File: config.mk
export PLATFORM = sky130hd
export DESIGN_NAME = dmem_port_arbiter
export DESIGN_NICKNAME = d
export VERILOG_FILES = /design/src/rtl/mem_pkg.sv /design/src/rtl/load_align.sv /design/src/rtl/dmem_port_arbiter.sv
export SDC_FILE = /design/constraint.sdc
export NUM_CORES = 1
export LEC_CHECK = 0
export CAP_MARGIN = 20
export CORE_MARGIN = 8
export CORE_UTILIZATION = 42
export CTS_BUF_LIST = sky130_fd_sc_hd__clkbuf_2 sky130_fd_sc_hd__clkbuf_4 sky130_fd_sc_hd__clkbuf_8
export DETAILED_ROUTE_END_ITERATION = 12
export PLACE_DENSITY = 0.82
export SYNTH_ARGS = -nofsm -noshare
export SYNTH_HDL_FRONTEND = slang
export SYNTH_HIERARCHICAL = 1
export SYNTH_SLANG_ARGS = --single-unit
File: constraint.sdc
create_clock -name clk_in -period 2.41 [get_ports clk_in]
set_clock_uncertainty 0.1 [all_clocks]
set_input_delay 0.3615 -clock clk_in [delete_from_list [all_inputs] [get_ports clk_in]]
set_output_delay 0.3615 -clock clk_in [all_outputs]
set_load 0.03 [all_outputs]
File: src/rtl/mem_pkg.sv
// Shared definitions for the data-memory port: funct3 encodings, the load tracker
// entry, and the decode helpers used by both request paths.
package mem_pkg;

  localparam logic [2:0] F3_LB  = 3'd0;
  localparam logic [2:0] F3_LH  = 3'd1;
  localparam logic [2:0] F3_LW  = 3'd2;
  localparam logic [2:0] F3_LBU = 3'd4;
  localparam logic [2:0] F3_LHU = 3'd5;
  localparam logic [2:0] F3_SB  = 3'd0;
  localparam logic [2:0] F3_SH  = 3'd1;
  localparam logic [2:0] F3_SW  = 3'd2;

  // Tracker tag field is sized for the widest tag any core configuration uses.
  localparam int MAX_TAG_W = 8;

  typedef struct packed {
    logic                 valid;
    logic [MAX_TAG_W-1:0] tag;
    logic [2:0]           funct3;
    logic [1:0]           lane;
    logic                 err;
  } ld_track_t;

  function automatic logic ld_bad(input logic [2:0] f3, input logic [1:0] lane);
    case (f3)
      F3_LB, F3_LBU: ld_bad = 1'b0;
      F3_LH, F3_LHU: ld_bad = lane[0];
      F3_LW:         ld_bad = (lane != 2'b00);
      default:       ld_bad = 1'b1;
    endcase
  endfunction

  function automatic logic st_bad(input logic [2:0] f3, input logic [1:0] lane);
    case (f3)
      F3_SB:   st_bad = 1'b0;
      F3_SH:   st_bad = lane[0];
      F3_SW:   st_bad = (lane != 2'b00);
      default: st_bad = 1'b1;
    endcase
  endfunction

  function automatic logic [3:0] st_mask(input logic [2:0] f3);
    case (f3)
      F3_SB:   st_mask = 4'b0001;
      F3_SH:   st_mask = 4'b0011;
      default: st_mask = 4'b1111;
    endcase
  endfunction

endpackage

File: src/rtl/load_align.sv
// Extracts the addressed byte/halfword from a BRAM word and sign- or zero-extends it.
module load_align
  import mem_pkg::*;
(
  input  logic [2:0]  funct3_i,
  input  logic [1:0]  lane_i,
  input  logic [31:0] word_i,
  output logic [31:0] data_o
);

  logic [31:0] shifted;

  always_comb begin
    shifted = word_i >> {lane_i, 3'b000};
    case (funct3_i)
      F3_LB:   data_o = {{24{shifted[7]}}, shifted[7:0]};
      F3_LH:   data_o = {{16{shifted[15]}}, shifted[15:0]};
      F3_LBU:  data_o = {24'b0, shifted[7:0]};
      F3_LHU:  data_o = {16'b0, shifted[15:0]};
      default: data_o = word_i;
    endcase
  end

endmodule

File: src/rtl/dmem_port_arbiter.sv
// Shares one BRAM port between loads and committed stores; stores win unless a load
// has waited MAX_WAIT cycles. Loads are tracked through the read latency and returned tagged.
module dmem_port_arbiter
  import mem_pkg::*;
#(
  parameter int ADDR_W       = 12,
  parameter int TAG_W        = 4,
  parameter int READ_LATENCY = 2,
  parameter int MAX_WAIT     = 4
) (
  input  logic              clk_in,
  input  logic              rst_n_in,
  input  logic              ld_valid_in,
  output logic              ld_ready_out,
  input  logic [31:0]       ld_addr_in,
  input  logic [2:0]        ld_funct3_in,
  input  logic [TAG_W-1:0]  ld_tag_in,
  input  logic              st_valid_in,
  output logic              st_ready_out,
  input  logic [31:0]       st_addr_in,
  input  logic [2:0]        st_funct3_in,
  input  logic [31:0]       st_data_in,
  input  logic              flush_in,
  output logic              ldr_valid_out,
  output logic [TAG_W-1:0]  ldr_tag_out,
  output logic [31:0]       ldr_data_out,
  output logic              ldr_err_out,
  output logic              st_err_out,
  output logic              mem_en_out,
  output logic [3:0]        mem_we_out,
  output logic [ADDR_W-1:0] mem_addr_out,
  output logic [31:0]       mem_wdata_out,
  input  logic [31:0]       mem_rdata_in
);

  localparam int WAIT_W = $clog2(MAX_WAIT + 1);
  localparam logic [WAIT_W-1:0] WAIT_MAX = WAIT_W'(MAX_WAIT);

  logic              ld_win, ld_grant, st_grant;
  logic              ld_err, st_err;
  logic [WAIT_W-1:0] wait_q, wait_d;

  logic              mem_en_q, mem_en_d;
  logic [3:0]        mem_we_q, mem_we_d;
  logic [ADDR_W-1:0] mem_addr_q, mem_addr_d;
  logic [31:0]       mem_wdata_q, mem_wdata_d;
  logic              st_err_q, st_err_d;

  ld_track_t         trk_q [0:READ_LATENCY];
  ld_track_t         trk_d [0:READ_LATENCY];

  logic              ldr_valid_q, ldr_valid_d;
  logic [TAG_W-1:0]  ldr_tag_q, ldr_tag_d;
  logic [31:0]       ldr_data_q, ldr_data_d;
  logic              ldr_err_q, ldr_err_d;
  logic [31:0]       aligned;
  logic              unused_bits;

  assign unused_bits = ^{ld_addr_in[31:ADDR_W+2], st_addr_in[31:ADDR_W+2],
                         trk_q[READ_LATENCY].tag};

  load_align u_align (
    .funct3_i (trk_q[READ_LATENCY].funct3),
    .lane_i   (trk_q[READ_LATENCY].lane),
    .word_i   (mem_rdata_in),
    .data_o   (aligned)
  );

  always_comb begin
    // A flushed load still "wins" so the store cannot use that slot to starve it further.
    ld_win   = ld_valid_in && (!st_valid_in || (wait_q == WAIT_MAX));
    ld_grant = ld_win && !flush_in;
    st_grant = st_valid_in && !ld_win;
    ld_err   = ld_bad(ld_funct3_in, ld_addr_in[1:0]);
    st_err   = st_bad(st_funct3_in, st_addr_in[1:0]);

    wait_d = wait_q;
    if (!ld_valid_in || ld_grant) wait_d = '0;
    else if (wait_q != WAIT_MAX)  wait_d = wait_q + 1'b1;

    mem_en_d    = (st_grant && !st_err) || (ld_grant && !ld_err);
    mem_we_d    = (st_grant && !st_err) ? (st_mask(st_funct3_in) << st_addr_in[1:0]) : 4'b0000;
    mem_addr_d  = st_grant ? st_addr_in[ADDR_W+1:2] : ld_addr_in[ADDR_W+1:2];
    mem_wdata_d = st_grant ? (st_data_in << {st_addr_in[1:0], 3'b000}) : 32'b0;
    st_err_d    = st_grant && st_err;

    trk_d[0].valid  = ld_grant;
    trk_d[0].tag    = MAX_TAG_W'(ld_tag_in);
    trk_d[0].funct3 = ld_funct3_in;
    trk_d[0].lane   = ld_addr_in[1:0];
    trk_d[0].err    = ld_err;
    for (int k = 1; k <= READ_LATENCY; k++) trk_d[k] = trk_q[k-1];
    if (flush_in) begin
      for (int k = 0; k <= READ_LATENCY; k++) trk_d[k].valid = 1'b0;
    end

    // The oldest entry lines up with mem_rdata_in; a flush also kills it here.
    ldr_valid_d = trk_q[READ_LATENCY].valid && !flush_in;
    ldr_err_d   = ldr_valid_d && trk_q[READ_LATENCY].err;
    ldr_tag_d   = ldr_valid_d ? trk_q[READ_LATENCY].tag[TAG_W-1:0] : '0;
    ldr_data_d  = (ldr_valid_d && !trk_q[READ_LATENCY].err) ? aligned : 32'b0;
  end

  always_ff @(posedge clk_in) begin
    if (!rst_n_in) begin
      wait_q      <= '0;
      mem_en_q    <= 1'b0;
      mem_we_q    <= 4'b0000;
      mem_addr_q  <= '0;
      mem_wdata_q <= 32'b0;
      st_err_q    <= 1'b0;
      for (int k = 0; k <= READ_LATENCY; k++) trk_q[k] <= '0;
      ldr_valid_q <= 1'b0;
      ldr_tag_q   <= '0;
      ldr_data_q  <= 32'b0;
      ldr_err_q   <= 1'b0;
    end else begin
      wait_q      <= wait_d;
      mem_en_q    <= mem_en_d;
      mem_we_q    <= mem_we_d;
      mem_addr_q  <= mem_addr_d;
      mem_wdata_q <= mem_wdata_d;
      st_err_q    <= st_err_d;
      for (int k = 0; k <= READ_LATENCY; k++) trk_q[k] <= trk_d[k];
      ldr_valid_q <= ldr_valid_d;
      ldr_tag_q   <= ldr_tag_d;
      ldr_data_q  <= ldr_data_d;
      ldr_err_q   <= ldr_err_d;
    end
  end

  assign ld_ready_out  = ld_grant;
  assign st_ready_out  = st_grant;
  assign mem_en_out    = mem_en_q;
  assign mem_we_out    = mem_we_q;
  assign mem_addr_out  = mem_addr_q;
  assign mem_wdata_out = mem_wdata_q;
  assign st_err_out    = st_err_q;
  assign ldr_valid_out = ldr_valid_q;
  assign ldr_tag_out   = ldr_tag_q;
  assign ldr_data_out  = ldr_data_q;
  assign ldr_err_out   = ldr_err_q;

endmodule

# == After elaboration in Yosys (flattened, before gate mapping) ==
# Memory sizes are Yosys's and may differ from the RTL's.
# Cells that the tools add are included.
# word_totals
regBits,91
ramBits,45
in_bits,143
out_inout_bits,90
elab_cells,74
memories,1
# mem_list
name,depth,width,read_ports,rd_ports_with_merged_regs,write_ports,line_no,rtl
trk_q,3,15,3,0,3,dmem_port_arbiter.sv:49,ld_track_t trk_q [0:READ_LATENCY];
# classes
n_addsub,1
n_eq_ne,11
shifts,3
mux,13
n_bitwise,4
n_reduce_logical,31
# op_table
op,n
one-hot mux 32 bit (4 select lines),1
two-way mux 15 bit,3
<< shifter 32 x 5 -> 32 bit,1
right shift 32 x 5 -> 16 bit,1
== test 3 bit (second input constant),5
two-way mux 12 bit,1
== test 3 x 1 -> 1 bit (second input constant),3
logical AND 1 bit,9
logical NOT 3 bit,3
one-hot mux 4 bit (2 select lines),1
AND reduction 2 bit,4
logical NOT 1 bit,7
== test 3 x 2 -> 1 bit (second input constant),2
one-hot mux 1 bit (3 select lines),2
OR reduction 2 bit,3
two-way mux 1 bit,5
nonzero test 2 bit,2
<< shifter 4 x 2 -> 4 bit,1
adder 3 x 1 -> 3 bit (second input constant),1
logical OR 1 bit,3
!= test 3 bit (second input constant),1
bitwise OR 1 bit,3
NOT 1 bit,1

# == Depth between registers and ports, before layout ==
# Gate-level depths: netlist (run 1).
# depth
ltp_word,7
depth_mapped,7
ltp_nobuf,5

# == By module ==
# Netlist (run 1), hierarchy kept.
# by_module_without_submodules
module,n_inst,cells_per_inst,area_per_inst_um2
dmem_port_arbiter,1,378,4122.7
load_align,1,106,691.9

# == Worst setup path before layout (run 1) ==
# Ideal clock, no wire load.
# synth_path
path_kind,register to output
startpoint,register wait_q[0]
endpoint,output port ld_ready_out
arrival_ps,1446
setup_slack_ps,502
path_stages_with_launch,5
cell_sequence,dfxtp_1 -> inv_1 -> ha_1 -> a21boi_0 -> nor3b_1
# synth_via
elab_chain_cells,4
# synth_lines
element,line_no,rtl
"start, declared",dmem_port_arbiter.sv:41,"logic [WAIT_W-1:0] wait_q, wait_d;"
"start signal, assigned",dmem_port_arbiter.sv:118,wait_q <= wait_d;
== test 3 bit,dmem_port_arbiter.sv:71,ld_win = ld_valid_in && (!st_valid_in || (wait_q == WAIT_MAX));
logical OR 1 bit,dmem_port_arbiter.sv:71,
logical AND 1 bit,dmem_port_arbiter.sv:71,
logical AND 1 bit,dmem_port_arbiter.sv:72,ld_grant = ld_win && !flush_in;
"end, declared",dmem_port_arbiter.sv:14,"output logic ld_ready_out,"
# Every way passes these cells.

# == Final worst setup path (run 1) ==
# Ends and elaborated chain as after synthesis.

==> impl_metrics.yaml, run 1 <==
status:
  status: "finished, final reports clean"
route:
  drt-total-wl_um: 13800
  ant_nets: 0
  drt-initial-drc-count: 298
  dr.pass1.iters: 4
  drcViolationCount: 0
  drt-wirelength-per-cell_um: 16.5
  vias_per_cell: 4.98
  vias: 4162
final_layout:
  final_cell_mix: "192 x clkdlybuf4s50_1, 124 x dfxtp_1, 75 x and2_1"
  drive_gt1_share_pct: 9.67
  antennaDiodeCount: 0
  area_growth_pct: 50.5
  stdcell_area_um2: 7250
  final_cell_count_no_fill: 836
  fill_cells: 943
  final_common_cell: "clkdlybuf4s50_1"
  layout.nets: 825
die:
  die_h_um: 123
  die-area_um2: 15100
  initial_utilization_pct: 42.5
  die_w_um: 123
  core_um2: 11300
  ios: 233
  num_rows: 39
timing:
  finalHoldViolCount: 0
  setup_viol: 0
  fin_hold_ws_ns: 0.246
  timing.final.crit_share_pct: 89.7
  max_freq_ghz: 0.463
  relSlewSlack_pct: 48.5
  rsz0062_at_grt: "false"
  drv_slew: 0
  layout_min_cycle_time_ns: 2.16
  setup_tns_ns: 0
  tightest_slew_ns: 0.773
yosys:
  netlist_instances: 484
  synth_warnings: 6
  synthTopCellsByArea: "dfxtp_1 52%, and2_1 9.7%, mux2i_1 6.9%"
  synth_area_leader_cell: "dfxtp_1"
  syn_area_um2: 4810
  synthFlopType: "dfxtp_1"
  synth-seq-area-share_pct: 51.6
  synth_top_area_share_pct: 51.6
  async_flop_share_pct: 0
  syn_area_per_cell_um2: 9.95
  synth_edf_count: 0
  yosysUniqueCellTypes: 52
  ys_ff_latch: 124
  syn-num-nets: 629
power:
  power_mw: 4.39
  p_leak_nw: 2.82
  vdd_drop_max_v: 0.000432
  power_density_nw_per_um2: 606
placed_design:
  placed_area_um2: 6890
  dp_cells: 804
  gp_congestion: 0.882
  io_buffers: 196
  dp_hpwl_um: 10600
worst_setup_path:
  crit_type: "register to output port"
  crit_path_end_kind: "output port"
  cp_max_fo: 5
  r2r_slack_ns: 0.51
  cp_data_arrival_time_ns: 1.70
  critPathLaunchType: "register"
  required_ns: 1.95
cts:
  h-tree-depth: 4
  ctsRootBufferMaster: "clkbuf_8"
  post_cts_buffers: 0
  numCtsBuffers: 17
  cts_tree: "built"
  clk_pin_slew_ns: 0.07
  cts_hold_buf: 0
  insertion_delay_ns: 0.42
  clockBufferDepth: 2
  ctsResizeCount: 0
  cts.sinks: 124
grt:
  grt-ovfl-total: 0
  grt_max_degree: 57
  grt_pass1_vias: 4275
  antenna_found_initial: 0
  grt_pass1_wl_um: 21200
  grt_usage_pct: 18.0
flow_run:
  drv_cap: 0
min_path:
  worstHoldPathType: "primary input to register"
[path summary, 6_finish.rpt]
path / start / end / cells after the start
hold reg to reg: trk_q[0][36]$_SDFF_PN0_ / ldr_tag_out[0]$_SDFF_PN0_ / 1
setup / recovery: wait_q[0]$_SDFFE_PP0N_ / ld_ready_out / 5
setup reg to reg: trk_q[0][31]$_SDFF_PN0_ / ldr_data_out[11]$_SDFF_PN0_ / 4
hold / removal: rst_n_in / trk_q[0][14]$_SDFF_PP0_ / 4
[critical path, cell delays in order (launching register included)]
cell,delay [ns]
dfxtp_1,0.38
inv_1,0.06
ha_1,0.25
a21boi_0,0.31
nor3b_1,0.09
buf_4,0.18
[area by class of cell]
type	count	area [um^2]	share of cell area [%]
inverters	7	26.3	0.363
clock buffers	17	234	3.23
multi-input cells	320	2130	29.4
well taps	143	179	2.47
flip-flops and latches	124	2480	34.3
clock inverters	15	126	1.74
repair buffers	210	2060	28.5
[stage by stage]
| stage | util (%) | worst slack (ns) |
|---|---|---|
| global route | 64.0 | 0.101 |
| detailed placement | 60.8 | 0.128 |
| global placement | 60.8 | 0.155 |
| CTS | 64.0 | 0.216 |
| finish | 64.0 | 0.249 |
| floorplan | - | 0.502 |
[synthesized netlist by cell type (3+ instances only)]
cell type,n
mux2i_1,33
buf_6,3
o31ai_1,7
o22a_1,3
buf_2,11
o21ai_1,4
clkbuf_2,4
a211oi_1,17
and3b_1,3
nor2_1,22
mux2_2,7
a22oi_1,5
nand2_1,64
dfxtp_1,124
clkbuf_1,13
nor4_1,3
nor2b_1,11
o21ai_0,20
inv_1,7
and2_1,75
a221oi_1,5
a2bb2oi_1,6
[kinds of logic (layout without fill, tap and decap cells)]
logic type                 count (synthesis)  count (layout)  share of synthesized area (%)
adders and majority gates                  2               2                          0.520
DFF                                      124             124                           51.6
muxes                                     41              41                           8.97
xor gates and xnor gates                   2               2                          0.364
buffers and inverters                     40             249                           4.13
and+or+nand+nor                          192             192                           21.6
AOI/OAI and AO/OA                         83              83                           12.9
[registers in the layout, indices dropped and copies added (netlist names)]
name and flops:
ldr_data_out 32, ldr_err_out 1, ldr_tag_out 4, ldr_valid_out 1, mem_addr_out 12, mem_en_out 1, mem_wdata_out 32, mem_we_out 4
st_err_out 1, trk_q 33, wait_q 3
[power breakdown]
part,switching [mW],internal [mW],total [mW]
Sequential,0.0167,2.11,2.12
Clock,0.821,0.807,1.63
Combinational,0.305,0.336,0.641
[metal layers]
layer	GRT usage, %	routed length, um	vias up	part of all wire, %
met5	0	0	-	0
met4	7.15	311	0	2.3
met3	9.50	1730	27	13
met2	30.1	6550	192	47
met1	18.7	5200	1909	38
li1	-	-	2034	-
(Power assumes the default switching activity.)
==> inputs of run 2 (changes only) <==
==> constraint.sdc (replaced) <==
create_clock -name clk_in -period 2.3 [get_ports clk_in]
set_clock_uncertainty 0.1 [all_clocks]
set_input_delay 0.345 -clock clk_in [delete_from_list [all_inputs] [get_ports clk_in]]
set_output_delay 0.345 -clock clk_in [all_outputs]
set_load 0.03 [all_outputs]
==> run 2 against run 1 <==
  * Total power up 9.4%
  * Global-route usage is 0.55 points higher
  * Cell count up 0.12%
  * Register-to-register slack got worse by 0.24 ns
  * Clock-buffer cell count increased by 7
  * Sequential share of layout area down 0.26 points
  * Cell area increased by 0.78%
  * Routed wire length up 2.5%
  * Largest cell class unchanged
==> impl_metrics.yaml, run 2 (synthesis gave the netlist of run 1 again) <==
status:
  status: "finished, final reports clean"
placed_design:
  dp_hpwl_um: 10800
  pre_cts_ws_ns: 0.0760
  dp_cells: 806
  placed_area_um2: 6900
  io_buffers: 196
  gp_congestion: 0.855
grt:
  gr-usage-met3_pct: 9.13
  grt_max_degree: 57
  top_usage_layer: "met2"
  antenna_found_initial: 0
  grt_use_met2_pct: 31.4
  met1_usage_pct: 19.0
  grt-ovfl-total: 0
  grt_usage_pct: 18.5
  grt_pass1_wl_um: 21600
  grt_pass1_vias: 4367
cts:
  ctsRootBufferMaster: "clkbuf_8"
  clk_pin_slew_ns: 0.07
  post_cts_buffers: 0
  numCtsBuffers: 17
  cts.sinks: 124
  cts_hold_buf: 0
  cts_tree: "built"
  ctsResizeCount: 1
  clockBufferDepth: 2
  h-tree-depth: 4
  insertion_delay_ns: 0.42
timing:
  relSlewSlack_pct: 50.6
  timing.final.crit_share_pct: 94.6
  finalHoldViolCount: 0
  max_freq_ghz: 0.460
  setup_ws_ns: 0.125
  setup_tns_ns: 0
  fin_hold_ws_ns: 0.219
  tightest_slew_ns: 0.740
  layout_min_cycle_time_ns: 2.17
  setup_viol: 0
  rsz0062_at_grt: "false"
  drv_slew: 0
die:
  ios: 233
  initial_utilization_pct: 42.5
  die_w_um: 123
  die_h_um: 123
  core_um2: 11300
  num_rows: 39
  die-area_um2: 15100
worst_setup_path:
  crit_type: "register to output port"
  r2r-start: "wait_q[1]$_SDFFE_PP0N_"
  rr_endpoint: "mem_wdata_out[26]$_SDFF_PN0_"
  crit_family: "simple AND/OR/NAND/NOR gates"
  cp_data_arrival_time_ns: 1.73
  critPathLaunchType: "register"
  reg2reg_depth: 5
  r2r_slack_ns: 0.27
  cp_slowest_cell: "dfxtp_1"
  crit_path_max_incr_delay_ns: 0.38
  cp.buffers_inverters: 2
  cp_max_fo: 5
  crit_path_end_kind: "output port"
  required_ns: 1.86
  path_cells: "inv_1 -> ha_1 -> and3_4 -> nor2b_2 -> buf_4"
route:
  drt-total-wl_um: 14100
  dr.pass1.iters: 5
  vias: 4215
  drt-initial-drc-count: 314
  drt-wirelength-per-cell_um: 16.9
  vias_per_cell: 5.04
  drcViolationCount: 0
  ant_nets: 0
final_layout:
  antennaDiodeCount: 0
  utilization_pct: 64.5
  stdcell_area_um2: 7300
  area_growth_pct: 51.7
  largest_reg_flops: 33
  final_cell_mix: "192 x clkdlybuf4s50_1, 124 x dfxtp_1, 75 x and2_1"
  layout.nets: 827
  final_cell_count_no_fill: 837
  regMostFlops: "trk_q"
  final_common_cell: "clkdlybuf4s50_1"
  drive_gt1_share_pct: 9.94
flow_run:
  drv_cap: 0
min_path:
  hold_depth: 4
  hold_start: "rst_n_in"
  worstHoldEndpoint: "trk_q[0][14]$_SDFF_PP0_"
  worstHoldPathType: "primary input to register"
power:
  vdd_drop_max_v: 0.000465
  power_density_nw_per_um2: 658
  power_mw: 4.80
  p_leak_nw: 2.87
-- run 2: cell types whose count changed in the layout (fill, tap and decap cells not counted), sizes merged --
cell      change
clkbuf        +7
clkinvlp      -5
clkinv        -3
buf           +2
bufinv        +1
inv           -1
-- run 2: layout make-up --
class,count,area [um^2]
Tap cell,143,179
Sequential cell,124,2480
Clock inverter,7,87.6
Inverter,7,26.3
Fill cell,928,4020
Timing Repair Buffer,212,2080
Multi-Input combinational cell,320,2140
Clock buffer,24,312
-- run 2: worst max path at each step --
stage	startpoint	cells past startpoint	to	slack, ns
final	wait_q[1]$_SDFFE_PP0N_	5	st_ready_out	0.13
after global routing	wait_q[0]$_SDFFE_PP0N_	5	ld_ready_out	0.003
after CTS	wait_q[0]$_SDFFE_PP0N_	5	st_ready_out	0.09
after detailed placement	mem_rdata_in[15]	6	ldr_data_out[20]$_SDFF_PN0_	0.08
after global placement	mem_rdata_in[15]	6	ldr_data_out[16]$_SDFF_PN0_	0.13
after floorplan	wait_q[0]$_SDFFE_PP0N_	4	ld_ready_out	0.41
-- run 2: tightest hold or removal path, stage by stage --
cell and delay, ns:
buf_2 0.12, nand2_1 0.07, or3_1 0.12, inv_1 0.04
-- run 2: routing by layer --
layer / part of all wire [%] / routed length, um / vias up
li1: - / - / 2043
met1: 38 / 5380 / 1928
met2: 47 / 6650 / 211
met3: 12 / 1690 / 33
met4: 2.9 / 410 / 0
met5: 0 / 0 / -
-- run 2: power breakdown --
group          switching (mW)  leakage (nW)  internal (mW)
logic                   0.325          1.65          0.357
registers              0.0174          1.01           2.21
clock network           0.794         0.209           1.10
total                    1.14          2.87           3.67
